### config.mk
export PLATFORM = sky130hd
export DESIGN_NAME = pipe_stage_skid
export DESIGN_NICKNAME = d
export VERILOG_FILES = /design/src/rtl/pipe_stage_skid.sv
export SDC_FILE = /design/constraint.sdc
export NUM_CORES = 1
export LEC_CHECK = 0
export BUFFER_PORTS_ARGS = -buffer_cell sky130_fd_sc_hd__buf_4
export CAP_MARGIN = 0
export CORE_ASPECT_RATIO = 0.5
export CORE_MARGIN = 2
export CORE_UTILIZATION = 48
export CTS_CLUSTER_DIAMETER = 60
export DETAILED_ROUTE_END_ITERATION = 8
export PLACE_DENSITY_LB_ADDON = 0.05
export SKIP_LAST_GASP = 1
export SLEW_MARGIN = 25
export SYNTH_ARGS = -nofsm -noshare
export SYNTH_HDL_FRONTEND = slang
export SYNTH_SLANG_ARGS = --single-unit
### constraint.sdc
create_clock -name clk -period 1.7 [get_ports clk]
set_input_delay 0.425 -clock clk [delete_from_list [all_inputs] [get_ports clk]]
set_output_delay 0.425 -clock clk [all_outputs]
set_load 0.01 [all_outputs]
### src/rtl/pipe_stage_skid.sv
// Pipeline-stage register: valid/ready handshake backed by a 2-entry skid buffer, with synchronous flush.
// Optional stall counter enabled by defining PIPE_STALL_CNT_EN; the default build omits the port and logic.
module pipe_stage_skid #(
    parameter int unsigned DATA_W = 32,
    parameter int unsigned CNT_W  = 16
) (
    input  logic              clk,
    input  logic              rst_n,
    input  logic              flush,
    input  logic              in_valid,
    output logic              in_ready,
    input  logic [DATA_W-1:0] in_data,
    output logic              out_valid,
    input  logic              out_ready,
    output logic [DATA_W-1:0] out_data,
    output logic [1:0]        occupancy
`ifdef PIPE_STALL_CNT_EN
    ,
    output logic [CNT_W-1:0]  stall_cnt
`endif
);

    typedef enum logic [1:0] {
        ST_EMPTY = 2'd0,
        ST_BUSY  = 2'd1,
        ST_FULL  = 2'd2
    } state_e;

    if (DATA_W < 1 || CNT_W < 1) begin : g_param_check
        $error("pipe_stage_skid: DATA_W and CNT_W must be >= 1");
    end

    state_e            state_q, state_d;
    logic [DATA_W-1:0] main_q, main_d;
    logic [DATA_W-1:0] skid_q, skid_d;
    logic              out_valid_q, out_valid_d;
    logic              in_ready_q, in_ready_d;
    logic [1:0]        occ_q, occ_d;
    logic              in_xfer, out_xfer;

    assign in_xfer  = in_valid & in_ready_q;
    assign out_xfer = out_valid_q & out_ready;

    // Next state and payload movement; flush overrides every transfer.
    always_comb begin
        state_d = state_q;
        main_d  = main_q;
        skid_d  = skid_q;
        if (flush) begin
            state_d = ST_EMPTY;
            main_d  = '0;
            skid_d  = '0;
        end else begin
            case (state_q)
                ST_EMPTY: begin
                    if (in_xfer) begin
                        main_d  = in_data;
                        state_d = ST_BUSY;
                    end
                end
                ST_BUSY: begin
                    if (in_xfer && out_xfer) begin
                        main_d = in_data;
                    end else if (in_xfer) begin
                        skid_d  = in_data;
                        state_d = ST_FULL;
                    end else if (out_xfer) begin
                        state_d = ST_EMPTY;
                    end
                end
                ST_FULL: begin
                    if (out_xfer) begin
                        main_d  = skid_q;
                        state_d = ST_BUSY;
                    end
                end
                default: state_d = ST_EMPTY;
            endcase
        end
    end

    // Handshake flags and occupancy are decoded from the next state so they leave the stage as flops.
    always_comb begin
        out_valid_d = (state_d != ST_EMPTY);
        in_ready_d  = (state_d != ST_FULL);
        case (state_d)
            ST_BUSY: occ_d = 2'd1;
            ST_FULL: occ_d = 2'd2;
            default: occ_d = 2'd0;
        endcase
    end

    always_ff @(posedge clk or negedge rst_n) begin
        if (!rst_n) begin
            state_q     <= ST_EMPTY;
            main_q      <= '0;
            skid_q      <= '0;
            out_valid_q <= 1'b0;
            in_ready_q  <= 1'b1;
            occ_q       <= 2'd0;
        end else begin
            state_q     <= state_d;
            main_q      <= main_d;
            skid_q      <= skid_d;
            out_valid_q <= out_valid_d;
            in_ready_q  <= in_ready_d;
            occ_q       <= occ_d;
        end
    end

    assign out_valid = out_valid_q;
    assign in_ready  = in_ready_q;
    assign out_data  = main_q;
    assign occupancy = occ_q;

`ifdef PIPE_STALL_CNT_EN
    logic [CNT_W-1:0] stall_q, stall_d;

    // Saturating count of back-pressured cycles; only reset clears it.
    always_comb begin
        stall_d = stall_q;
        if (out_valid_q && !out_ready && (stall_q != {CNT_W{1'b1}})) begin
            stall_d = stall_q + CNT_W'(1);
        end
    end

    always_ff @(posedge clk or negedge rst_n) begin
        if (!rst_n) begin
            stall_q <= '0;
        end else begin
            stall_q <= stall_d;
        end
    end

    assign stall_cnt = stall_q;
`endif

endmodule
-- After elaboration in Yosys (flattened, before gate mapping)
Index checks and enable logic that the tools add are counted.
- register bits: 70
- input bits: 37
- output and inout bits: 36
- logic and storage cells: 41
- equal/unequal tests: 9
- multiplexer cells: 16
- bitwise operators: 2
- reductions and logical operators: 8
- operators with widths (operator ; number):
    $mux 32 ; 7
    $pmux 32 s3 ; 1
    $mux 2 ; 6
    $ne 3x3->1 const B ; 3
    $pmux 2 s3 ; 1
    $reduce_bool 2->1 ; 3
    $eq 2x1->1 const B ; 2
    $eq 2x2->1 const B ; 2
    $ne 2x2->1 const B ; 2
    $pmux 2 s2 ; 1
    $reduce_and 4->1 ; 1
    $reduce_bool 4->1 ; 1
    $reduce_and 3->1 ; 1
    $and 1x1->1 ; 2
    $logic_not 2->1 ; 1
    $logic_and 1x1->1 ; 1

-- Logic depth before layout (Yosys ltp)
- depth in word-level cells: 8
- depth in mapped cells: 5
- depth with buffers taken out: 3

-- Worst setup path before layout
Ideal clock, no wire load.
- kind: flip-flop to flip-flop
- start point: reg out_valid_q, in the netlist out_valid
- end point: reg main_q[10], in the netlist out_data[10]
- data arrival time: 1.381 ns
- data required time: 1.556 ns
- slack: 0.175 ns
- stages on the path, launching flop included: 6
- path buffers: 2
- clock period less this slack: 1.525 ns
- cells stage by stage: dfrtp_1 -> and4_4 -> buf_6 -> buf_2 -> a2111oi_2 -> a211oi_2
- longest elaborated chain between the ends: 4
- elaborated cells on any way between the ends: 5
- classes of those cells: 2 x eq/ne; 1 x bitwise; 2 x reduce/logical
- ends and longest elaborated chain (what ; RTL line ; RTL):
    start: declaration ; 36 ; logic out_valid_q, out_valid_d;
    start signal: assignment ; 105 ; out_valid_q <= out_valid_d;
    $and 1x1->1 (*) ; 42 ; assign out_xfer = out_valid_q & out_ready;
    $logic_and 1x1->1 ; 62 ; if (in_xfer && out_xfer) begin
    $ne 3x3->1 (no line) ; n/a ;
    $reduce_and 4->1 (no line) (*) ; n/a ;
    end signal: assignment ; 103 ; main_q <= main_d;
    end: declaration ; 34 ; logic [DATA_W-1:0] main_q, main_d;
Mark *: on every way between the ends. The rest lies on a longest branch, timed or not.
A chain may end at the register's enable or synchronous reset.

-- Worst setup path after layout
- start point: reg out_valid_q, in the netlist out_valid
- end point: reg skid_q[1]
- longest elaborated chain between the ends: 4
- ends and longest elaborated chain (what ; RTL line ; RTL):
    $and 1x1->1 ; 42 ;
    $logic_and 1x1->1 ; 62 ;
    $ne 2x2->1 (no line) ; n/a ;
    $reduce_and 3->1 (no line) ; n/a ;
    end signal: assignment ; 104 ; skid_q <= skid_d;
    end: declaration ; 35 ; logic [DATA_W-1:0] skid_q, skid_d;
No other way between the ends.

==> results.cfg <==
[outcome]
outcome = completed

[layout]
area_growth_pct = 29.3
instances_no_fill = 496
antennaDiodeCount = 0
drive_above_1_share_pct = 35.0
fin_nets = 432
design_area_sq_um = 4610

[timing]
setup_viol = 0
slew_headroom_pct = 56.3
post-route-min-period_ps = 1660
clock_skew_ps = 6.18
fmax_mhz = 602
post-route-period-util_pct = 97.7
worstMarginPinSlew_ps = 655
finalHoldViolCount = 0
finalMaxSlewViolations = 0
rsz0062_at_grt = yes

[detailed_routing]
ant_nets = 0
drtIter0Drc = 211
dr.pass1.iters = 4
drc_errors = 0
avgViaCountPerCell = 6.13
wl_per_cell_um = 19.8
drt_wl_total_um = 9800
num_vias = 3042

[die]
pin_count = 73
die_w_um = 126
fp.dieH_um = 64.9
initial_core_util_pct = 49.0
core_area_sq_um = 7270
die_area_sq_um = 8170
rows = 22

[power]
irDropWorstVdd_mv = 0.575
power_density_nw_per_um2 = 1030
power_uw = 4760
p_leak_uw = 0.00191

[critical_path]
crit_slowest_cell = a21bo_2
critPathTopFamily = compound AO/OA/AOI/OAI gates
worstPathCellList = buf_4 > a21bo_2 > o21ai_0 > a21oi_1
arrival_ps = 1910
r2r_setup_slack_ps = 40
worstReg2RegEnd = skid_q[1]
worstSetupPathType = flop to flop
crit_fanout = 33
end_kind = flop
worst-path-buf-inv = 1
cp.required_ps = 1950
start_kind = flop
r2r_cells = 4
slowest_delay_ps = 560
regToRegStartpoint = out_valid

[placed_design]
dpl.hpwl_um = 6280
dp_cells = 479
gp_congestion = 0.765
portBuffers = 72
placed_cell_area_sq_um = 4320

[logic_synthesis]
yosys.area_share.simple_pct = 6.50
syn_avg_cell_area_sq_um = 10.9
synth_compound_area_share_pct = 29.3
syn-cell-area_sq_um = 3560
synth_cell_type_count = 30
syn-instance-count = 326
yosysWarnings = 0
synthAdderAreaFrac_pct = 0
synth_xor_xnor_area_share_pct = 0
muxShareOfSynthArea_pct = 8.99
syn-num-nets = 363
yosysSeqAreaShare_pct = 49.2
synth_top_family_by_area = compound AO/OA/AOI/OAI gates
ys_ff_latch = 70

[clock_tree]
clockBufferDepth = 2
clkTransAtPathRegs_ps = 60
clk_latency_ps = 340
cts-buffers-inserted = 9
clock_sinks = 70
cts_tree = built
clockRootBuffer = clkbuf_16
cts_hold_buf = 0
ctsResizeCount = 0
htreeDepth = 3
post_cts_buffers = 0

[global_routing]
antenna_found_initial = 0
grt-ovfl-total = 0
grt_max_degree = 39
grt_first_pass_wirelength_um = 15700
gr-usage-all-layers_pct = 25.1
grt_pass1_vias = 3041

[min_path]
hold_class = input port to async pin

[run]
cap_viol_max_count = 0
## synthesized netlist by cell type
library cell  count  area [sq um]
o21ba_2           1          10.0
a211oi_1         22           165
buf_6             4          45.0
clkbuf_1         25          93.8
o21ai_0          32           160
and3b_1           1          8.76
nand3_1          32           160
and4_4            1          11.3
a21bo_2           1          10.0
buf_4             2          15.0
mux2i_1          32           320
a21oi_1          37           185
dfstp_2           1          26.3
a2111oi_0        22           193
and4b_1           1          10.0
nand3b_1          1          7.51
a31oi_1           1          6.26
o21bai_1          1          7.51
buf_2             8          40.0
a211o_4           1          17.5
a21boi_1          1          7.51
nor2b_1           1          6.26
a2111oi_2        10           150
a21o_1            1          7.51
clkbuf_4          2          15.0
a211oi_2         10           125
dfrtp_1          69          1730
inv_1             1          3.75
and4bb_2          1          12.5
nand2_1           4          15.0
## layout make-up
class,count,area [sq um]
tap,96,120
fill,622,2660
inverter,1,3.75
timing repair buffer,98,823
sequential,70,1750
clock buffer,14,264
multi-input combinational,215,1630
clock inverter,2,10.0
## logic make-up (layout without fill, tap and decap cells)
logic type / count (synthesis) / after routing
AOI/OAI and AO/OA: 140 / 141
buffers and inverters: 42 / 115
DFF: 70 / 70
muxes: 32 / 32
and+or+nand+nor: 42 / 42
## registers in the layout (all words and copies together), names as in the netlist
register	flops
out_valid	1
out_data	32
occupancy	2
state_q	2
skid_q	32
in_ready	1
## routing by layer
| layer | share of wire [%] | vias to the layer above | track usage (%) |
|---|---|---|---|
| met3 | 5.1 | 9 | 6.36 |
| met2 | 47 | 80 | 40.8 |
| met5 | 0 | - | 0 |
| li1 | - | 1402 | - |
| met4 | 1.1 | 0 | 8.79 |
| met1 | 47 | 1551 | 33.2 |
## metrics by stage
stage,hold slack (ps),TNS [ps],setup WS (ps),utilization (%)
6_report,5.82,0,39.1,63.4
5_1_grt,37.4,-169,-32.3,63.4
4_1_cts,19.5,0,62.1,63.2
3_5_place_dp,378,-103,-39.0,59.4
3_3_place_gp,364,0,43.9,59.4
2_1_floorplan,129,0,175,-
## layout by cell type, fill, tap and decap left out, drive strengths merged, types with 2 or more instances in the layout
| master | netlist | layout |
|---|---|---|
| a2111oi | 32 | 32 |
| mux2i | 32 | 32 |
| a211o | 1 | 2 |
| a211oi | 32 | 32 |
| a21oi | 37 | 37 |
| dfrtp | 69 | 69 |
| nand3 | 32 | 32 |
| buf | 14 | 98 |
| clkinv | 0 | 2 |
| o21ai | 32 | 32 |
| clkbuf | 27 | 14 |
| nand2 | 4 | 4 |
## where the power goes
group | switching, uW | internal [uW]
clock | 681 | 1060
sequential | 99.2 | 1820
combinational | 605 | 499
## how the worst max path moves through the flow
stage,start,depth (start not counted),slack (ps),endpoint
after floorplan,out_valid,5,170,out_data[10]
after global placement,in_valid,4,40,out_data[30]
after detailed placement,in_valid,4,-40,out_data[28]
after CTS,state_q[1],3,60,out_data[28]
after global routing,out_valid,4,-30,skid_q[25]
final,out_valid,4,40,skid_q[1]
(Power assumes the default switching activity.)
